[src/rtl/mem_arbiter_if.sv]
// Bundle of the two requester ports and the memory port seen by mem_arbiter.
// slave = arbiter side, master = the environment driving requests and memory.
interface mem_arbiter_if #(
    parameter int ADDR_W = 32,
    parameter int DATA_W = 32
);
    logic                  if_req;
    logic [ADDR_W-1:0]     if_addr;
    logic                  if_gnt;
    logic                  if_rvalid;
    logic [DATA_W-1:0]     if_rdata;

    logic                  d_req;
    logic                  d_we;
    logic [ADDR_W-1:0]     d_addr;
    logic [DATA_W-1:0]     d_wdata;
    logic [DATA_W/8-1:0]   d_be;
    logic                  d_gnt;
    logic                  d_rvalid;
    logic [DATA_W-1:0]     d_rdata;

    logic                  mem_req;
    logic                  mem_we;
    logic [ADDR_W-1:0]     mem_addr;
    logic [DATA_W-1:0]     mem_wdata;
    logic [DATA_W/8-1:0]   mem_be;
    logic                  mem_ready;
    logic [DATA_W-1:0]     mem_rdata;

    modport slave (
        input  if_req, if_addr,
        output if_gnt, if_rvalid, if_rdata,
        input  d_req, d_we, d_addr, d_wdata, d_be,
        output d_gnt, d_rvalid, d_rdata,
        output mem_req, mem_we, mem_addr, mem_wdata, mem_be,
        input  mem_ready, mem_rdata
    );

    modport master (
        output if_req, if_addr,
        input  if_gnt, if_rvalid, if_rdata,
        output d_req, d_we, d_addr, d_wdata, d_be,
        input  d_gnt, d_rvalid, d_rdata,
        input  mem_req, mem_we, mem_addr, mem_wdata, mem_be,
        output mem_ready, mem_rdata
    );
endinterface

[src/rtl/mem_arbiter.sv]
// Two-port (fetch/data) arbiter onto one memory port: data has priority, fetch is
// forced through after STARVE_LIMIT denied cycles; fixed one-cycle read response.
module mem_arbiter #(
    parameter int ADDR_W       = 32,
    parameter int DATA_W       = 32,
    parameter int STARVE_LIMIT = 3
) (
    input  logic          clk,
    input  logic          reset,
    mem_arbiter_if.slave  bus
);

    localparam int                CNT_W      = (STARVE_LIMIT < 1) ? 1 : $clog2(STARVE_LIMIT + 1);
    localparam logic [CNT_W-1:0]  STARVE_MAX = CNT_W'(STARVE_LIMIT);
    localparam logic              OWN_FETCH  = 1'b0;
    localparam logic              OWN_DATA   = 1'b1;
    localparam logic [DATA_W-1:0] ZERO_D     = '0;
    localparam logic [ADDR_W-1:0] ZERO_A     = '0;

    logic             r_hold;
    logic [CNT_W-1:0] r_starve_cnt;
    logic             r_resp_pend;
    logic             r_resp_owner;
    logic             r_resp_store;

    logic                  w_block;
    logic                  w_any;
    logic                  w_fetch_win;
    logic                  w_if_gnt;
    logic                  w_d_gnt;
    logic                  w_accept;
    logic                  w_if_rvalid;
    logic                  w_d_rvalid;
    logic                  w_mem_req;
    logic                  w_mem_we;
    logic [ADDR_W-1:0]     w_mem_addr;
    logic [DATA_W-1:0]     w_mem_wdata;
    logic [DATA_W/8-1:0]   w_mem_be;

    // Outputs are squelched while reset is low and for the first cycle after release.
    assign w_block     = !reset || r_hold;
    assign w_any       = (bus.if_req || bus.d_req) && !w_block;
    assign w_fetch_win = bus.if_req && (!bus.d_req || (r_starve_cnt == STARVE_MAX));
    assign w_if_gnt    = w_any &&  w_fetch_win && bus.mem_ready;
    assign w_d_gnt     = w_any && !w_fetch_win && bus.mem_ready;
    assign w_accept    = w_if_gnt || w_d_gnt;

    always_comb begin
        w_mem_req   = 1'b0;
        w_mem_we    = 1'b0;
        w_mem_addr  = ZERO_A;
        w_mem_wdata = ZERO_D;
        w_mem_be    = '0;
        if (w_any) begin
            w_mem_req = 1'b1;
            if (w_fetch_win) begin
                w_mem_addr = bus.if_addr;
                w_mem_be   = {(DATA_W/8){1'b1}};
            end else begin
                w_mem_we    = bus.d_we;
                w_mem_addr  = bus.d_addr;
                w_mem_wdata = bus.d_wdata;
                w_mem_be    = bus.d_be;
            end
        end
    end

    assign w_if_rvalid = r_resp_pend && (r_resp_owner == OWN_FETCH) && !w_block;
    assign w_d_rvalid  = r_resp_pend && (r_resp_owner == OWN_DATA)  && !w_block;

    assign bus.mem_req   = w_mem_req;
    assign bus.mem_we    = w_mem_we;
    assign bus.mem_addr  = w_mem_addr;
    assign bus.mem_wdata = w_mem_wdata;
    assign bus.mem_be    = w_mem_be;
    assign bus.if_gnt    = w_if_gnt;
    assign bus.d_gnt     = w_d_gnt;
    assign bus.if_rvalid = w_if_rvalid;
    assign bus.d_rvalid  = w_d_rvalid;
    assign bus.if_rdata  = w_if_rvalid ? bus.mem_rdata : ZERO_D;
    assign bus.d_rdata   = (w_d_rvalid && !r_resp_store) ? bus.mem_rdata : ZERO_D;

    always_ff @(posedge clk) begin
        if (!reset) begin
            r_hold       <= 1'b1;
            r_starve_cnt <= '0;
            r_resp_pend  <= 1'b0;
            r_resp_owner <= OWN_FETCH;
            r_resp_store <= 1'b0;
        end else begin
            r_hold      <= 1'b0;
            r_resp_pend <= w_accept;
            if (w_accept) begin
                r_resp_owner <= w_if_gnt ? OWN_FETCH : OWN_DATA;
                r_resp_store <= w_d_gnt && bus.d_we;
            end
            if (!bus.if_req || w_if_gnt)
                r_starve_cnt <= '0;
            else if (r_starve_cnt != STARVE_MAX)
                r_starve_cnt <= r_starve_cnt + 1'b1;
        end
    end

endmodule

[src/flat_wrapper.sv]
// flat-port wrapper written by rule: the top's interface ports become plain ports
module mem_arbiter_flat 
#(
    parameter int ADDR_W       = 32,
    parameter int DATA_W       = 32,
    parameter int STARVE_LIMIT = 3
)
  (clk, reset, bus_if_req, bus_if_addr, bus_if_gnt, bus_if_rvalid, bus_if_rdata, bus_d_req, bus_d_we, bus_d_addr, bus_d_wdata, bus_d_be, bus_d_gnt, bus_d_rvalid, bus_d_rdata, bus_mem_req, bus_mem_we, bus_mem_addr, bus_mem_wdata, bus_mem_be, bus_mem_ready, bus_mem_rdata);
  mem_arbiter_if #(.ADDR_W(ADDR_W), .DATA_W(DATA_W)) bus_i ();
  input  logic clk;
  input  logic reset;
  input wire logic [$bits(bus_i.if_req)-1:0] bus_if_req;
  input wire logic [$bits(bus_i.if_addr)-1:0] bus_if_addr;
  output wire logic [$bits(bus_i.if_gnt)-1:0] bus_if_gnt;
  output wire logic [$bits(bus_i.if_rvalid)-1:0] bus_if_rvalid;
  output wire logic [$bits(bus_i.if_rdata)-1:0] bus_if_rdata;
  input wire logic [$bits(bus_i.d_req)-1:0] bus_d_req;
  input wire logic [$bits(bus_i.d_we)-1:0] bus_d_we;
  input wire logic [$bits(bus_i.d_addr)-1:0] bus_d_addr;
  input wire logic [$bits(bus_i.d_wdata)-1:0] bus_d_wdata;
  input wire logic [$bits(bus_i.d_be)-1:0] bus_d_be;
  output wire logic [$bits(bus_i.d_gnt)-1:0] bus_d_gnt;
  output wire logic [$bits(bus_i.d_rvalid)-1:0] bus_d_rvalid;
  output wire logic [$bits(bus_i.d_rdata)-1:0] bus_d_rdata;
  output wire logic [$bits(bus_i.mem_req)-1:0] bus_mem_req;
  output wire logic [$bits(bus_i.mem_we)-1:0] bus_mem_we;
  output wire logic [$bits(bus_i.mem_addr)-1:0] bus_mem_addr;
  output wire logic [$bits(bus_i.mem_wdata)-1:0] bus_mem_wdata;
  output wire logic [$bits(bus_i.mem_be)-1:0] bus_mem_be;
  input wire logic [$bits(bus_i.mem_ready)-1:0] bus_mem_ready;
  input wire logic [$bits(bus_i.mem_rdata)-1:0] bus_mem_rdata;
  assign bus_i.if_req = bus_if_req;
  assign bus_i.if_addr = bus_if_addr;
  assign bus_if_gnt = bus_i.if_gnt;
  assign bus_if_rvalid = bus_i.if_rvalid;
  assign bus_if_rdata = bus_i.if_rdata;
  assign bus_i.d_req = bus_d_req;
  assign bus_i.d_we = bus_d_we;
  assign bus_i.d_addr = bus_d_addr;
  assign bus_i.d_wdata = bus_d_wdata;
  assign bus_i.d_be = bus_d_be;
  assign bus_d_gnt = bus_i.d_gnt;
  assign bus_d_rvalid = bus_i.d_rvalid;
  assign bus_d_rdata = bus_i.d_rdata;
  assign bus_mem_req = bus_i.mem_req;
  assign bus_mem_we = bus_i.mem_we;
  assign bus_mem_addr = bus_i.mem_addr;
  assign bus_mem_wdata = bus_i.mem_wdata;
  assign bus_mem_be = bus_i.mem_be;
  assign bus_i.mem_ready = bus_mem_ready;
  assign bus_i.mem_rdata = bus_mem_rdata;
  mem_arbiter #(.ADDR_W(ADDR_W), .DATA_W(DATA_W), .STARVE_LIMIT(STARVE_LIMIT)) u_core (.clk(clk), .reset(reset), .bus(bus_i));
endmodule
[config.mk]
export PLATFORM = sky130hd
export DESIGN_NAME = mem_arbiter_flat
export DESIGN_NICKNAME = d
export VERILOG_FILES = /design/src/rtl/mem_arbiter_if.sv /design/src/rtl/mem_arbiter.sv /design/src/flat_wrapper.sv
export SDC_FILE = /design/constraint.sdc
export NUM_CORES = 1
export LEC_CHECK = 0
export CAP_MARGIN = 10
export CORE_AREA = 3 3 105 107
export DETAILED_ROUTE_END_ITERATION = 7
export DIE_AREA = 0 0 108 110
export MAX_ROUTING_LAYER = met4
export PLACE_DENSITY = 0.61
export SYNTH_ARGS = -nofsm -noshare
export SYNTH_HDL_FRONTEND = slang
export SYNTH_SLANG_ARGS = --single-unit
[constraint.sdc]
create_clock -name clk -period 3 [get_ports clk]
set_input_delay 0.9 -clock clk [delete_from_list [all_inputs] [get_ports clk]]
set_output_delay 0.9 -clock clk [all_outputs]
set_load 0.03 [all_outputs]
# ---- Yosys cells after proc, flatten, opt, wreduce, memory -nomap -nowiden
# Cells that the tools add are included.
dict set report classes {
  addsub 1
  eq_ne 2
  n_reduce_logical 24
  muxes 13
  bitwise_logic 2
}
# operator n
set ops {}
lappend ops {{2-to-1 mux 32 bit} 6}
lappend ops {{logical AND 1 bit} 12}
lappend ops {{2-to-1 mux 4 bit} 2}
lappend ops {{zero test 1 bit} 6}
lappend ops {{logical OR 1 bit} 5}
lappend ops {{2-to-1 mux 1 bit} 5}
lappend ops {{adder 2 x 1 -> 2 bit (second input constant)} 1}
lappend ops {{== test 2 bit (second input constant)} 1}
lappend ops {{!= test 2 bit (second input constant)} 1}
lappend ops {{NOT 1 bit} 2}
lappend ops {{OR reduction 2 bit} 1}
dict set report word_totals {
  reg_bits 6
  inputBits 138
  output_inout_bits 138
}

# ---- Longest topological paths before layout
dict set report depth {
  ltp_word 8
  ltp_mapped 6
  depth_no_buf 4
}

# ---- Worst setup path after synthesis
# OpenSTA, ideal clock, no wires.
dict set report synth_path {
  path_kind {input to output}
  from {input port reset}
  to {output port bus_mem_be[3]}
  path_stages 4
  t_required_ns 2.100
  t_arrival_ns 2.015
  slack_ns 0.085
  cell_sequence {nand2b_1 buf_6 nor2_1 o21a_1}
}
dict set report synth_between {
  elab_chain_cells 5
}
# element line_no
set synth_rtl {}
lappend synth_rtl {{start: declaration} flat_wrapper.sv:11} ;# input logic reset;
lappend synth_rtl {{zero test 1 bit} --}
lappend synth_rtl {{logical OR 1 bit} mem_arbiter.sv:41} ;# assign w_block = !reset || r_hold;
lappend synth_rtl {{zero test 1 bit} mem_arbiter.sv:42} ;# assign w_any = (bus.if_req || bus.d_req) && !w_block;
lappend synth_rtl {{logical AND 1 bit} mem_arbiter.sv:42}
lappend synth_rtl {{2-to-1 mux 4 bit} mem_arbiter.sv:54} ;# if (w_any) begin
lappend synth_rtl {{end: declaration} flat_wrapper.sv:29} ;# output wire logic [$bits(bus_i.mem_be)-1:0] bus_mem_be;
# Every way passes these cells.

# ---- Final worst setup path
dict set report layout_path {
  from {input port bus_d_req}
  to {output port bus_mem_addr[3]}
}
dict set report layout_between {
  elab_chain_cells 5
  word_cells_on_any_way 7
}
# element line_no
set layout_rtl {}
lappend layout_rtl {{start: declaration} flat_wrapper.sv:17} ;# input wire logic [$bits(bus_i.d_req)-1:0] bus_d_req;
lappend layout_rtl {{zero test 1 bit} mem_arbiter.sv:43} ;# assign w_fetch_win = bus.if_req && (!bus.d_req || (r_starve_cnt == STARVE_MAX));
lappend layout_rtl {{logical OR 1 bit} mem_arbiter.sv:43}
lappend layout_rtl {{logical AND 1 bit} mem_arbiter.sv:43}
lappend layout_rtl {{2-to-1 mux 32 bit} mem_arbiter.sv:56} ;# if (w_fetch_win) begin
lappend layout_rtl {{2-to-1 mux 32 bit (*)} mem_arbiter.sv:54}
lappend layout_rtl {{end: declaration} flat_wrapper.sv:27} ;# output wire logic [$bits(bus_i.mem_addr)-1:0] bus_mem_addr;
# Mark *: on every way between the ends. The rest lies on a longest branch, timed or not.

==> results by group <==
Worst setup path
  – CP Max Fanout: 9
  – WP data required: approximately 2.1 ns
  – CP dominant cell by count: buf_6
  – Critical path class: primary input to output pin
  – RR Endpoint: u_core.r_resp_owner
  – Largest stage delay, worst path: around 0.23 ns
  – Crit path DAT: 2.07 ns
  – Crit path capture type: output pin
  – Worst setup path start: bus_d_req
  – Setup slack, reg-to-reg: 1.19 ns
  – Reg2Reg Depth: 8
  – Critical path launch point type: primary input
  – RR Startpoint: u_core.r_starve_cnt[0]
  – CP Cell Sequence: buf_6 > nor2b_4 > nor3b_4 > buf_4 > buf_6 > buf_16 > a22o_1 > buf_6
  – Worst path slowest cell: nor3b_4

STA
  – Hold_ws: approximately 0.5 ns
  – Fin crit period: 2.970 ns
  – Worst-margin pin slew: ~0.46 ns
  – RSZ-0062 raised after global routing: true
  – Max-slew headroom: 68.74%
  – Period utilisation layout: 99.01%
  – Slew Limit Fails: 0
  – Final hold viol count: 0
  – Clock skew: 0.005589 ns
  – Setup TNS: 0 ns
  – Count of final setup violators: 0
  – Max Clock Freq: about 340 MHz

Place
  – Inst Count DP: 594
  – Final GP Congestion: 0.7997
  – Detailed placement HPWL: 7878 µm
  – Placed cell area: 4089 µm²
  – IO buf count: 275

Clock tree
  – Num CTS Buffers: 3
  – CTS tree: built
  – Clock buffer depth: 2
  – Clk_lat worst skew: ~0.23 ns
  – H-tree Lvls: 1
  – Worst-path clk slew: 0.03 ns
  – Root Driver: clkbuf_8
  – CTS sink count: 6

Detailed routing
  – Via-to-Cell Ratio: 4.072
  – WL final: 10090 µm
  – Per-cell routed wire length: 16.52 µm
  – DRC: 0
  – Detailed Route Iter0 Violations: roughly 120
  – Final ANT Viol Nets: 0
  – First-pass detailed-route iteration total: 4
  – Total number of vias: 2488

Yosys
  – Syn Area/Cell: ~7.3 µm²
  – Syn_nets: 324
  – Ys Warns: 0
  – Register area share after synthesis: 8.872%
  – Area leader, netlist: and2_1
  – Post-synth EDFFs: 0
  – Yosys cell types: 25
  – Synth top area share: 45.29%
  – Mapped cell area: between 1000 and 1500 µm²
  – Syn Inst Count: 185
  – Synth area leaders: and2_1 45%, a22o_1 21%, dfxtp_1 8.9%, buf_6 3.3%, buf_4 2.2%
  – Primary FF master, synth: dfxtp_1
  – Register bit count reported by yosys: 6
  – Async SR Flop Fraction: 0%

Power
  – PD cells: 147.3 nW/µm²
  – Sequential power share: ~13%
  – Lkg Pwr: 2.157 nW
  – Switch Pwr: 0.0002184 W
  – Combinational power share: 68.4%
  – Worst vdd ir: 82.97 µV
  – Sw Ratio: 32.57%
  – Int Pwr: roughly 0.00045 W
  – Clk pwr share: 18.6%

Global route
  – Grt ovf: 0
  – Initial antenna violation count: 0
  – GRT Total Usage: between 15 and 20%
  – Largest net degree at the start of global routing: 34
  – Vias in the first global route: around 2500
  – First-pass GRT wire length: 13700 µm

Worst hold path
  – Worst hold path depth: 2
  – Hold endpoint: u_core.r_starve_cnt[1]
  – Hold_sp: u_core.r_starve_cnt[1]
  – Type of the most critical hold path: flip-flop to flip-flop

Run status
  – Status: completed

Layout
  – Design Area, Final: 4553 µm²
  – P&R area growth vs syn: 236.3%
  – Fillers: 1043
  – Final std cells w/o fill: 611
  – Layout cell share with drive strength beyond 1: approximately 39%
  – # diodes: 0
  – Final #Nets: 616
  – Finished Core Util: 44.50%

Floorplan
  – # IOs: 276
  – Die footprint: 11880 µm²
  – Die extent in y: approximately 110 µm
  – Initial Util: 13.23%
  – Core Region: 10230 µm²
  – Die Wd: 108 µm
  – # rows: 37

Flow run
  – Max_cap viols: 0
[critical path, delay by kind of cell]
kind | cells | cell delay, ns
compound gates | 1 | 0.17
simple gates | 2 | 0.36
buf+inv | 5 | 0.64
[placed cells by master, fill, tap and decap left out]
cell             netlist  final
mux2i_1                1      1
and2_1                98     96
inv_1                  6      6
a21o_1                 3      3
dfxtp_1                6      6
nor3b_4                1      1
buf_12                 0     14
clkbuf_16              0      1
and2_4                 0      2
clkdlybuf4s50_1        0    134
nor3b_2                1      1
o21a_1                 1      1
a221oi_1               1      1
xor2_1                 1      1
nor3_2                 1      1
a211oi_4               0      1
nor2_1                 6      5
nor2b_1                2      1
clkbuf_8               0      3
ha_1                   1      1
o311ai_0               2      2
nor2b_4                0      1
buf_2                  3      1
buf_4                  4    107
or3_4                  1      1
buf_16                 0      5
buf_6                  4     42
nand2b_4               0      1
nand2_1                1      1
o31ai_1                1      1
nor2_4                 0      1
a22o_1                32     32
[timing repair]
action,CTS,global route
pin swaps,8,6
resized for setup,62,6
setup buffers,10,0
cloned,5,1
hold endpoints to repair,0,0
hold buffers,0,0
setup endpoints to repair,137,21
[kinds of logic (layout without fill, tap and decap cells)]
family	after synthesis	after routing	share of synthesized area, %
buffers and inverters	23	313	9.981
adder cells (fa/ha/maj)	1	1	0.9241
AO/OA/AOI/OAI	41	41	26.34
multiplexers	1	1	0.7394
flip-flops	6	6	8.873
AND/OR/NAND/NOR	112	112	52.50
XOR/XNOR	1	1	0.6471
[metal layers]
layer	share of wire [%]	wire length, µm	up-vias	global-route usage [%]
met1	36	3681	1110	16.58
met3	9.7	983	6	3.262
li1	-	-	1206	-
met4	0.74	75	0	2.705
met2	53	5353	166	29.62
met5	0	0	-	-
[through the flow]
stage               power (W)  setup slack [ns]
floorplan           0.0002295           0.08477
detailed placement  0.0005031           -0.4713
global route        0.0007038          -0.01495
CTS                 0.0006753         0.0004714
global placement    0.0004986           -0.4517
finish              0.0006706           0.02979
[sequential cells by signal, summed over array words and instances (netlist names)]
register             cells
u_core.r_starve_cnt      2
u_core.r_resp_owner      1
u_core.r_resp_pend       1
u_core.r_resp_store      1
u_core.r_hold            1
[area by class of cell]
class,count,area [µm²],share of cell area (%)
inverter,6,22.52,0.4946
clock buffer,3,41.29,0.9068
multi-input combinational,156,1134,24.90
tap,136,170.2,3.737
timing repair buffer,304,3065,67.33
sequential,6,120.1,2.638
[cell usage after synthesis, types with 2 or more instances]
master,instances
and2_1,98
a22o_1,32
clkbuf_1,6
dfxtp_1,6
inv_1,6
nor2_1,6
buf_4,4
buf_6,4
a21o_1,3
buf_2,3
nor2b_1,2
o311ai_0,2
[worst max-delay path by stage]
| stage | slack (ns) | depth (start not counted) | end |
|---|---|---|---|
| after floorplan | 0.08 | 4 | bus_mem_be[3] |
| after global placement | -0.45 | 6 | bus_mem_wdata[2] |
| after detailed placement | -0.47 | 6 | bus_mem_wdata[2] |
| after CTS | 0.0005 | 9 | bus_mem_addr[14] |
| after global routing | -0.01 | 8 | bus_mem_addr[2] |
| final | 0.03 | 8 | bus_mem_addr[3] |
[power by group through the flow]
stage               combinational, W  clock [W]  sequential [W]
CTS                         0.000459   0.000129       0.0000867
detailed placement          0.000415          0       0.0000879
global placement            0.000411          0       0.0000876
floorplan                   0.000143          0       0.0000870
finish                      0.000459   0.000125       0.0000867
global route                0.000484   0.000133       0.0000872
(Power assumes the default switching activity.)
